[config.mk]
export PLATFORM = sky130hd
export DESIGN_NAME = alu_seq_ctrl_flat
export DESIGN_NICKNAME = d
export VERILOG_FILES = /design/src/rtl/alu_seq_ctrl_if.sv /design/src/rtl/alu_seq_ctrl.sv /design/src/flat_wrapper.sv
export SDC_FILE = /design/constraint.sdc
export NUM_CORES = 1
export LEC_CHECK = 0
export ABC_CLOCK_PERIOD_IN_PS = 3200
export CORE_MARGIN = 5
export CORE_UTILIZATION = 30
export CTS_BUF_LIST = sky130_fd_sc_hd__clkbuf_4
export DETAILED_ROUTE_END_ITERATION = 12
export GPL_TIMING_DRIVEN = 0
export PLACE_DENSITY_LB_ADDON = 0.05
export SLEW_MARGIN = 20
export SYNTH_ARGS = -nofsm -noshare
export SYNTH_HDL_FRONTEND = slang
export SYNTH_SLANG_ARGS = --single-unit
[constraint.sdc]
create_clock -name clk -period 3.2 [get_ports clk]
set_input_delay 0.48 -clock clk [delete_from_list [all_inputs] [get_ports clk]]
set_output_delay 0.48 -clock clk [all_outputs]
set_load 0.05 [all_outputs]
[src/rtl/alu_seq_ctrl_if.sv]
// Command, ALU and result signal bundle for alu_seq_ctrl; slave is the sequencer
// side, master is the command source / result consumer / ALU side.
interface alu_seq_ctrl_if #(
  parameter int W  = 16,
  parameter int CW = 8
);
  logic          cmd_valid;
  logic          cmd_ready;
  logic [2:0]    cmd_op;
  logic [W-1:0]  cmd_a;
  logic [W-1:0]  cmd_b;
  logic [CW-1:0] cmd_count;
  logic          abort;
  logic [W-1:0]  alu_a;
  logic [W-1:0]  alu_b;
  logic [2:0]    alu_op;
  logic [W-1:0]  alu_y;
  logic          alu_en;
  logic          res_valid;
  logic          res_ready;
  logic [W-1:0]  res_data;
  logic [CW-1:0] res_iters;

  modport slave (
    input  cmd_valid, cmd_op, cmd_a, cmd_b, cmd_count, abort, alu_y, res_ready,
    output cmd_ready, alu_a, alu_b, alu_op, alu_en, res_valid, res_data, res_iters
  );

  modport master (
    output cmd_valid, cmd_op, cmd_a, cmd_b, cmd_count, abort, alu_y, res_ready,
    input  cmd_ready, alu_a, alu_b, alu_op, alu_en, res_valid, res_data, res_iters
  );
endinterface

[src/rtl/alu_seq_ctrl.sv]
// Iterates one ALU op cmd_count times (acc <- alu_y); result valid cmd_count+1 cycles after accept.
// Result held stable under res_ready backpressure; no new command until back in IDLE.
module alu_seq_ctrl #(
  parameter int W  = 16,
  parameter int CW = 8
) (
  input  logic           clk,
  input  logic           rst_n,
  alu_seq_ctrl_if.slave  bus
);

  typedef enum logic [1:0] {IDLE, EXEC, DONE} state_e;

  typedef struct packed {
    logic [2:0]    op;
    logic [W-1:0]  b;
    logic [CW-1:0] count;
  } cmd_t;

  state_e        state_q, state_d;
  cmd_t          cmd_q, cmd_d;
  logic [W-1:0]  acc_q, acc_d;
  logic [CW-1:0] rem_q, rem_d;
  logic          alu_en_q, alu_en_d;
  logic          res_valid_q, res_valid_d;

  always_comb begin
    state_d = state_q;
    cmd_d   = cmd_q;
    acc_d   = acc_q;
    rem_d   = rem_q;
    case (state_q)
      IDLE: begin
        // abort is deliberately not looked at here: an accept always wins
        if (bus.cmd_valid) begin
          cmd_d   = '{op: bus.cmd_op, b: bus.cmd_b, count: bus.cmd_count};
          acc_d   = bus.cmd_a;
          rem_d   = bus.cmd_count;
          state_d = (bus.cmd_count == '0) ? DONE : EXEC;
        end
      end
      EXEC: begin
        if (bus.abort) begin
          state_d = IDLE;
        end else begin
          acc_d = bus.alu_y;
          rem_d = rem_q - 1'b1;
          if (rem_q == CW'(1)) state_d = DONE;
        end
      end
      DONE: begin
        if (bus.abort || bus.res_ready) state_d = IDLE;
      end
      default: state_d = IDLE;
    endcase
    alu_en_d    = (state_d == EXEC);
    res_valid_d = (state_d == DONE);
  end

  always_ff @(posedge clk or negedge rst_n) begin
    if (!rst_n) begin
      state_q     <= IDLE;
      cmd_q       <= '0;
      acc_q       <= '0;
      rem_q       <= '0;
      alu_en_q    <= 1'b0;
      res_valid_q <= 1'b0;
    end else begin
      state_q     <= state_d;
      cmd_q       <= cmd_d;
      acc_q       <= acc_d;
      rem_q       <= rem_d;
      alu_en_q    <= alu_en_d;
      res_valid_q <= res_valid_d;
    end
  end

  assign bus.cmd_ready = (state_q == IDLE);
  assign bus.alu_a     = acc_q;
  assign bus.alu_b     = cmd_q.b;
  assign bus.alu_op    = cmd_q.op;
  assign bus.alu_en    = alu_en_q;
  assign bus.res_valid = res_valid_q;
  assign bus.res_data  = acc_q;
  assign bus.res_iters = cmd_q.count;

endmodule

[src/flat_wrapper.sv]
// flat-port wrapper written by rule: the top's interface ports become plain ports
module alu_seq_ctrl_flat 
#(
  parameter int W  = 16,
  parameter int CW = 8
)
  (clk, rst_n, bus_cmd_valid, bus_cmd_op, bus_cmd_a, bus_cmd_b, bus_cmd_count, bus_abort, bus_alu_y, bus_res_ready, bus_cmd_ready, bus_alu_a, bus_alu_b, bus_alu_op, bus_alu_en, bus_res_valid, bus_res_data, bus_res_iters);
  alu_seq_ctrl_if #(.W(W), .CW(CW)) bus_i ();
  input  logic clk;
  input  logic rst_n;
  input wire logic [$bits(bus_i.cmd_valid)-1:0] bus_cmd_valid;
  input wire logic [$bits(bus_i.cmd_op)-1:0] bus_cmd_op;
  input wire logic [$bits(bus_i.cmd_a)-1:0] bus_cmd_a;
  input wire logic [$bits(bus_i.cmd_b)-1:0] bus_cmd_b;
  input wire logic [$bits(bus_i.cmd_count)-1:0] bus_cmd_count;
  input wire logic [$bits(bus_i.abort)-1:0] bus_abort;
  input wire logic [$bits(bus_i.alu_y)-1:0] bus_alu_y;
  input wire logic [$bits(bus_i.res_ready)-1:0] bus_res_ready;
  output wire logic [$bits(bus_i.cmd_ready)-1:0] bus_cmd_ready;
  output wire logic [$bits(bus_i.alu_a)-1:0] bus_alu_a;
  output wire logic [$bits(bus_i.alu_b)-1:0] bus_alu_b;
  output wire logic [$bits(bus_i.alu_op)-1:0] bus_alu_op;
  output wire logic [$bits(bus_i.alu_en)-1:0] bus_alu_en;
  output wire logic [$bits(bus_i.res_valid)-1:0] bus_res_valid;
  output wire logic [$bits(bus_i.res_data)-1:0] bus_res_data;
  output wire logic [$bits(bus_i.res_iters)-1:0] bus_res_iters;
  assign bus_i.cmd_valid = bus_cmd_valid;
  assign bus_i.cmd_op = bus_cmd_op;
  assign bus_i.cmd_a = bus_cmd_a;
  assign bus_i.cmd_b = bus_cmd_b;
  assign bus_i.cmd_count = bus_cmd_count;
  assign bus_i.abort = bus_abort;
  assign bus_i.alu_y = bus_alu_y;
  assign bus_i.res_ready = bus_res_ready;
  assign bus_cmd_ready = bus_i.cmd_ready;
  assign bus_alu_a = bus_i.alu_a;
  assign bus_alu_b = bus_i.alu_b;
  assign bus_alu_op = bus_i.alu_op;
  assign bus_alu_en = bus_i.alu_en;
  assign bus_res_valid = bus_i.res_valid;
  assign bus_res_data = bus_i.res_data;
  assign bus_res_iters = bus_i.res_iters;
  alu_seq_ctrl #(.W(W), .CW(CW)) u_core (.clk(clk), .rst_n(rst_n), .bus(bus_i));
endmodule
==> impl_metrics.yaml, run 1 <==
synth:
  synth_compound_area_frac: 0.1183
  yosysSeqAreaShare: 0.5355
  yosysUniqueCellTypes: 34
  synth_warnings: 0
  ys_ff_latch: 55
  synth_nets: 358
  synth_top_family_by_area: "simple AND/OR/NAND/NOR gates"
  synthSimpleGateAreaFrac: 0.2541
  synth_area_sq_um: 2570
  synthXorXnorAreaFrac: 0
  synthAdderAreaFrac: 0.009737
  synth_cells: 292
  syn_avg_cell_area_sq_um: 8.801
  muxShareOfSynthArea: 0.004382
  synth-edff-count: 0
  async_reset_ff_frac: 1.000
  synth_ff_type: "dfrtp_1"
clocking:
  cts_tree: "yes"
  cts_root_buf: "clkbuf_4"
  cts_buffers: 5
  clk_path_buf_depth: 2
  cts.sinks: 55
  clk_latency_ps: 380
  cts.clk_slew.worst_paths_ps: 160
  cts_resized: 0
  ctsHtreeMaxLevel: 2
power:
  switching_share: 0.4906
  leakage_uw: 0.001787
  p_per_area_nw_per_um2: 823.7
  ir_worst_vdd_uv: 300.7
  pwr-share-comb: 0.587
  power_frac_seq: 0.319
  p_int_uw: 1694
  p_clk_frac: 0.094
  switching_power_uw: 1632
  total_power_uw: 3326
sta:
  timing.final.max_slew_violations: 0
  rsz0062_at_grt: "false"
  fmax_mhz: 430.7
  clock_skew_ps: 11.81
  tightest_slew_ps: 559.5
  setup_viol: 0
  hold_viol_final: 0
  fin_crit_sh: 0.7255
  maxSlewHeadroom: 0.6256
  setup_slack_ps: 878.4
  period_needed_ps: 2322
routing:
  vias_per_cell: 4.506
  wl_per_cell_microns: 14.09
  post-route-drc-count: 0
  ant_nets: 0
  vias: 2397
  drt-initial-drc-count: 89
  dr.pass1.iters: 4
  drt-total-wl_microns: 7494
run:
  cap_violations: 0
setup_path:
  worstPathRequired_ps: 2720
  r2r-start: "u_core.state_q[0]"
  r2r_end: "u_core.bus.alu_a[12]"
  reg2reg_depth: 4
  start_kind: "flip-flop"
  path_class: "reg2out"
  endpoint_kind: "output port"
  cp_max_fo: 8
  critPathArrivalTime_ps: 1840
  reg2reg_slack_ps: 1420
place:
  hpwl_microns: 5733
  place_congestion: 0.7102
  port_buffers: 125
  dpl_worst_slack_ps: 980.5
cells_and_area:
  most-common-layout-cells: "clkdlybuf4s50_1 (124), nand2_1 (111), dfrtp_1 (55), nor2_1 (27), buf_4 (18)"
  syn2layout_area_growth_pct: 57.11
  layout-drive-gt1-share: 0.09133
  utilization: 0.4865
  antennaDiodeCount: 0
  nets: 492
  final_common_cell: "clkdlybuf4s50_1"
floorplanning:
  start_util: 0.3097
  fp.dieW_microns: 102.6
  rows: 33
  num_io_pins: 126
  die_area_sq_um: 10520
  core_sq_um: 8299
  die_y_microns: 102.6
grt:
  antenna_found_initial: 0
  grt_pass1_wl_microns: 11870
  grt_max_degree: 29
  grt_overflow: 0
  grt_pass1_vias: 2302
  gr-usage-all-layers: 0.1435
hold_path:
  hold_path_end: "u_core.bus.alu_b[2]"
  whs_path_depth: 2
  worstHoldStart: "u_core.bus.alu_b[2]"
  hold_path.class: "reg2reg"
status:
  status: "finished clean"
==> logic make-up (layout without fill, tap and decap cells) <==
family / count (synthesis) / count (layout)
adders and majority gates: 2 / 2
and+or+nand+nor: 153 / 153
buffers and inverters: 34 / 169
muxes: 1 / 1
AOI/OAI and AO/OA: 47 / 47
DFF: 55 / 55
==> layout make-up <==
cell class / count / area, sq um
buffer: 30 / 185.2
fill: 831 / 4262
tap: 105 / 131.4
inverter: 4 / 15.01
sequential: 55 / 1376
clock inverter: 3 / 20.02
multi-input combinational: 203 / 993.5
clock buffer: 5 / 37.54
timing repair buffer: 127 / 1279
==> power by group through the flow <==
stage                     Combinational, uW  Sequential (uW)  Clock, uW
final                                  1950             1060        311
after global routing                   2080             1100        360
after CTS                              1970             1060        336
after detailed placement               1970             1080          0
after global placement                 1960             1070          0
after floorplan                         740             1620          0
==> registers in the layout, summed over array words and instances, names as in the netlist <==
register,count
u_core.bus.alu_b,16
u_core.bus.alu_en,1
u_core.bus.res_iters,8
u_core.rem_q,8
u_core.bus.res_valid,1
u_core.bus.alu_a,16
u_core.state_q,2
u_core.bus.alu_op,3
==> cell usage after synthesis (all sizes together), types with 3 or more instances <==
cell type  instances  area, sq um
a22oi              3        27.52
a31oi             17        106.4
dfrtp             55         1376
a21oi              4        20.02
or4                3        26.27
o21ai             13        65.06
buf               25        166.4
clkbuf             5        18.77
o32ai              3        26.28
nor2              27        101.4
inv                4        15.01
nand2            111        416.7
==> routing by layer <==
metal	share of wire	track usage	vias to the layer above
met5	0	0	-
met4	0.010	0.03330	0
met3	0.11	0.05480	5
met2	0.44	0.2200	86
met1	0.44	0.1928	1086
li1	-	-	1220
==> worst max-delay path by stage <==
stage                      startpoint                   end  cells after the start
floorplan           u_core.state_q[0]         bus_cmd_ready                      1
global placement                rst_n   u_core.bus.alu_b[9]                      1
detailed placement      bus_cmd_valid  u_core.bus.alu_a[10]                      6
CTS                 u_core.state_q[0]         bus_cmd_ready                      2
global route        u_core.state_q[0]         bus_cmd_ready                      2
finish              u_core.state_q[0]         bus_cmd_ready                      2
==> repair_timing <==
action / in CTS / in global routing
hold buffers: 1 / 0
setup buffers: 0 / 0
hold endpoints to repair: 27 / 0
==> critical path, cell delays in order (launching register included) <==
cell and delay (ps):
dfrtp_1 500, nor2_1 140, clkdlybuf4s50_1 830
==> stage by stage <==
stage | setup TNS, ps | cells | hold WS [ps] | area [sq um]
after floorplan | 0 | 292 | 184.4 | 2570
after global placement | -15030 | 522 | 456.9 | 3953
after CTS | 0 | 532 | 499.5 | 4038
after global routing | 0 | 532 | 525.1 | 4038
after detailed placement | 0 | 523 | 431.6 | 3970
final | 0 | 532 | 494.3 | 4038
Note: power is estimated with default switching activity, not from simulation.
==> inputs of run 2 (changes only) <==
Settings changed: ABC_CLOCK_PERIOD_IN_PS 3200 to 2300.
Clock period 3.2 ns to 2.3 ns, I/O delays scaled along.
==> results of run 2 <==
Same layout as run 1 (identical final DEF). Status: finished clean.
Among the figures that moved: setup slack after placement 980.5 ps -> 215.5 ps; setup slack after layout 878.4 ps -> 113.4 ps; hold slack 494.3 ps -> 402.4 ps; register-to-register setup slack 1420 ps -> 520 ps; total power 3326 uW -> 4627 uW; worst IR drop on VDD 300.7 uV -> 418.4 uV
==> inputs of run 3 (changes only) <==
Settings changed: ABC_CLOCK_PERIOD_IN_PS 2300 to 2200.
Clock period 2.3 ns to 2.2 ns, I/O delays scaled along.
==> impl_metrics.yaml, run 3 (synthesized netlist as in run 1, its figures left out) <==
cells_and_area:
  num-fill-cells: 830
  antennaDiodeCount: 0
  multi_input_area_sq_um: 993.5
  final-seq-area_sq_um: 1376
  fin_cells: 532
  syn2layout_area_growth_pct: 57.06
  final_area_sq_um: 4036
  nets: 492
  final_common_cell: "clkdlybuf4s50_1"
  layout-drive-gt1-share: 0.09133
  utilization: 0.4864
  most-common-layout-cells: "clkdlybuf4s50_1 (123), nand2_1 (111), dfrtp_1 (55), nor2_1 (27), buf_4 (18)"
sta:
  fin_crit_sh: 0.9188
  maxSlewHeadroom: 0.6256
  fmax_mhz: 494.7
  fin_setup_tns_ps: 0
  setup_viol: 0
  clock_skew_ps: 11.82
  hold_viol_final: 0
  tightest_slew_ps: 559.5
  rsz0062_at_grt: "false"
  timing.final.max_slew_violations: 0
  period_needed_ps: 2021
routing:
  dr.pass1.iters: 4
  vias: 2397
  drt-total-wl_microns: 7494
  ant_nets: 0
  vias_per_cell: 4.506
  wl_per_cell_microns: 14.09
  drt-initial-drc-count: 89
  post-route-drc-count: 0
grt:
  antenna_found_initial: 0
  grt_overflow: 0
  grt_pass1_wl_microns: 11870
  grt_pass1_vias: 2302
  grt_max_degree: 29
  gr-usage-all-layers: 0.1435
power:
  p_per_area_nw_per_um2: 1198
  total_power_uw: 4835
  leakage_uw: 0.001788
  ir_worst_vdd_uv: 437.3
clocking:
  cts_buffers: 5
  clk_path_buf_depth: 2
  cts.clk_slew.worst_paths_ps: 160
  cts_root_buf: "clkbuf_4"
  clk_latency_ps: 380
  ctsHtreeMaxLevel: 2
  cts_setup_buffers: 0
  cts.sinks: 55
  cts_tree: "yes"
setup_path:
  cp_max_fo: 3
  reg2reg_slack_ps: 420
  r2r-start: "u_core.state_q[0]"
  reg2reg_depth: 4
  start_kind: "flip-flop"
  r2r_end: "u_core.bus.alu_a[12]"
  worstPathRequired_ps: 1870
  critPathArrivalTime_ps: 1690
  endpoint_kind: "output port"
  path_class: "reg2out"
place:
  place_congestion: 0.7102
  hpwl_microns: 5733
  dpl_cell_area_sq_um: 3970
  port_buffers: 125
  numPlacedInstances: 523
hold_path:
  hold_path.class: "in2async"
run:
  cap_violations: 0
floorplanning:
  rows: 33
  num_io_pins: 126
  die_area_sq_um: 10520
  fp.dieW_microns: 102.6
  die_y_microns: 102.6
  core_sq_um: 8299
  start_util: 0.3097
status:
  status: "finished clean"
run 3: changes by cell type in the layout (fill, tap and decap cells not counted), sizes merged:
cell	previous run	this run
clkdlybuf4s50	124	123
dlygate4sd2	0	1
run 3: what timing repair did:
action	CTS	global route
endpoints found under the hold margin	27	0
endpoints found under the setup margin	1	0
gates resized for setup	1	0
hold buffers	1	0
run 3: metrics by stage:
stage               hold slack (ps)  worst slack, ps
floorplan                     34.41            662.9
global placement              456.9            -1126
detailed placement            281.6            130.5
CTS                           380.1            140.8
global route                  378.5            77.50
finish                        387.5            178.6
run 3: worst max path at each step:
stage / start / end / slack, ps / cells past startpoint
after global placement: rst_n / u_core.bus.alu_b[9] / -1130 / 1
after global routing: u_core.bus.alu_a[13] / bus_res_data[13] / 80 / 2
final: u_core.bus.alu_a[14] / bus_res_data[14] / 180 / 2
after CTS: u_core.bus.alu_a[11] / bus_res_data[11] / 140 / 2
after detailed placement: bus_cmd_valid / u_core.bus.alu_a[10] / 130 / 6
after floorplan: u_core.rem_q[3] / u_core.bus.res_valid / 660 / 4
run 3: final cells by class:
cell class                      instances  share of cell area
Sequential cell                        55              0.3410
Timing Repair Buffer                  127              0.3165
Multi-Input combinational cell        203              0.2461
Buffer                                 30             0.04588
Tap cell                              105             0.03255
Clock buffer                            5            0.009299
Clock inverter                          3            0.004960
Inverter                                4            0.003720
run 3: worst max-delay path, stage by stage, from the launching register on:
cell,delay (ps)
dfrtp_1,410
buf_4,120
clkdlybuf4s50_1,790
run 3: report_power, final:
group          total [uW]  internal [uW]  leakage [uW]  switching [uW]
registers            1550           1310      0.000661             236
clock network         453            123     0.0000272             330
logic                2840           1030       0.00110            1810
run 3: per-layer routing:
metal  vias up  track usage  routed length, microns
met5         -            0                       0
met4         0      0.03330                      76
met3         5      0.05480                     789
met2        86       0.2200                    3302
met1      1086       0.1928                    3325
li1       1220            -                       -
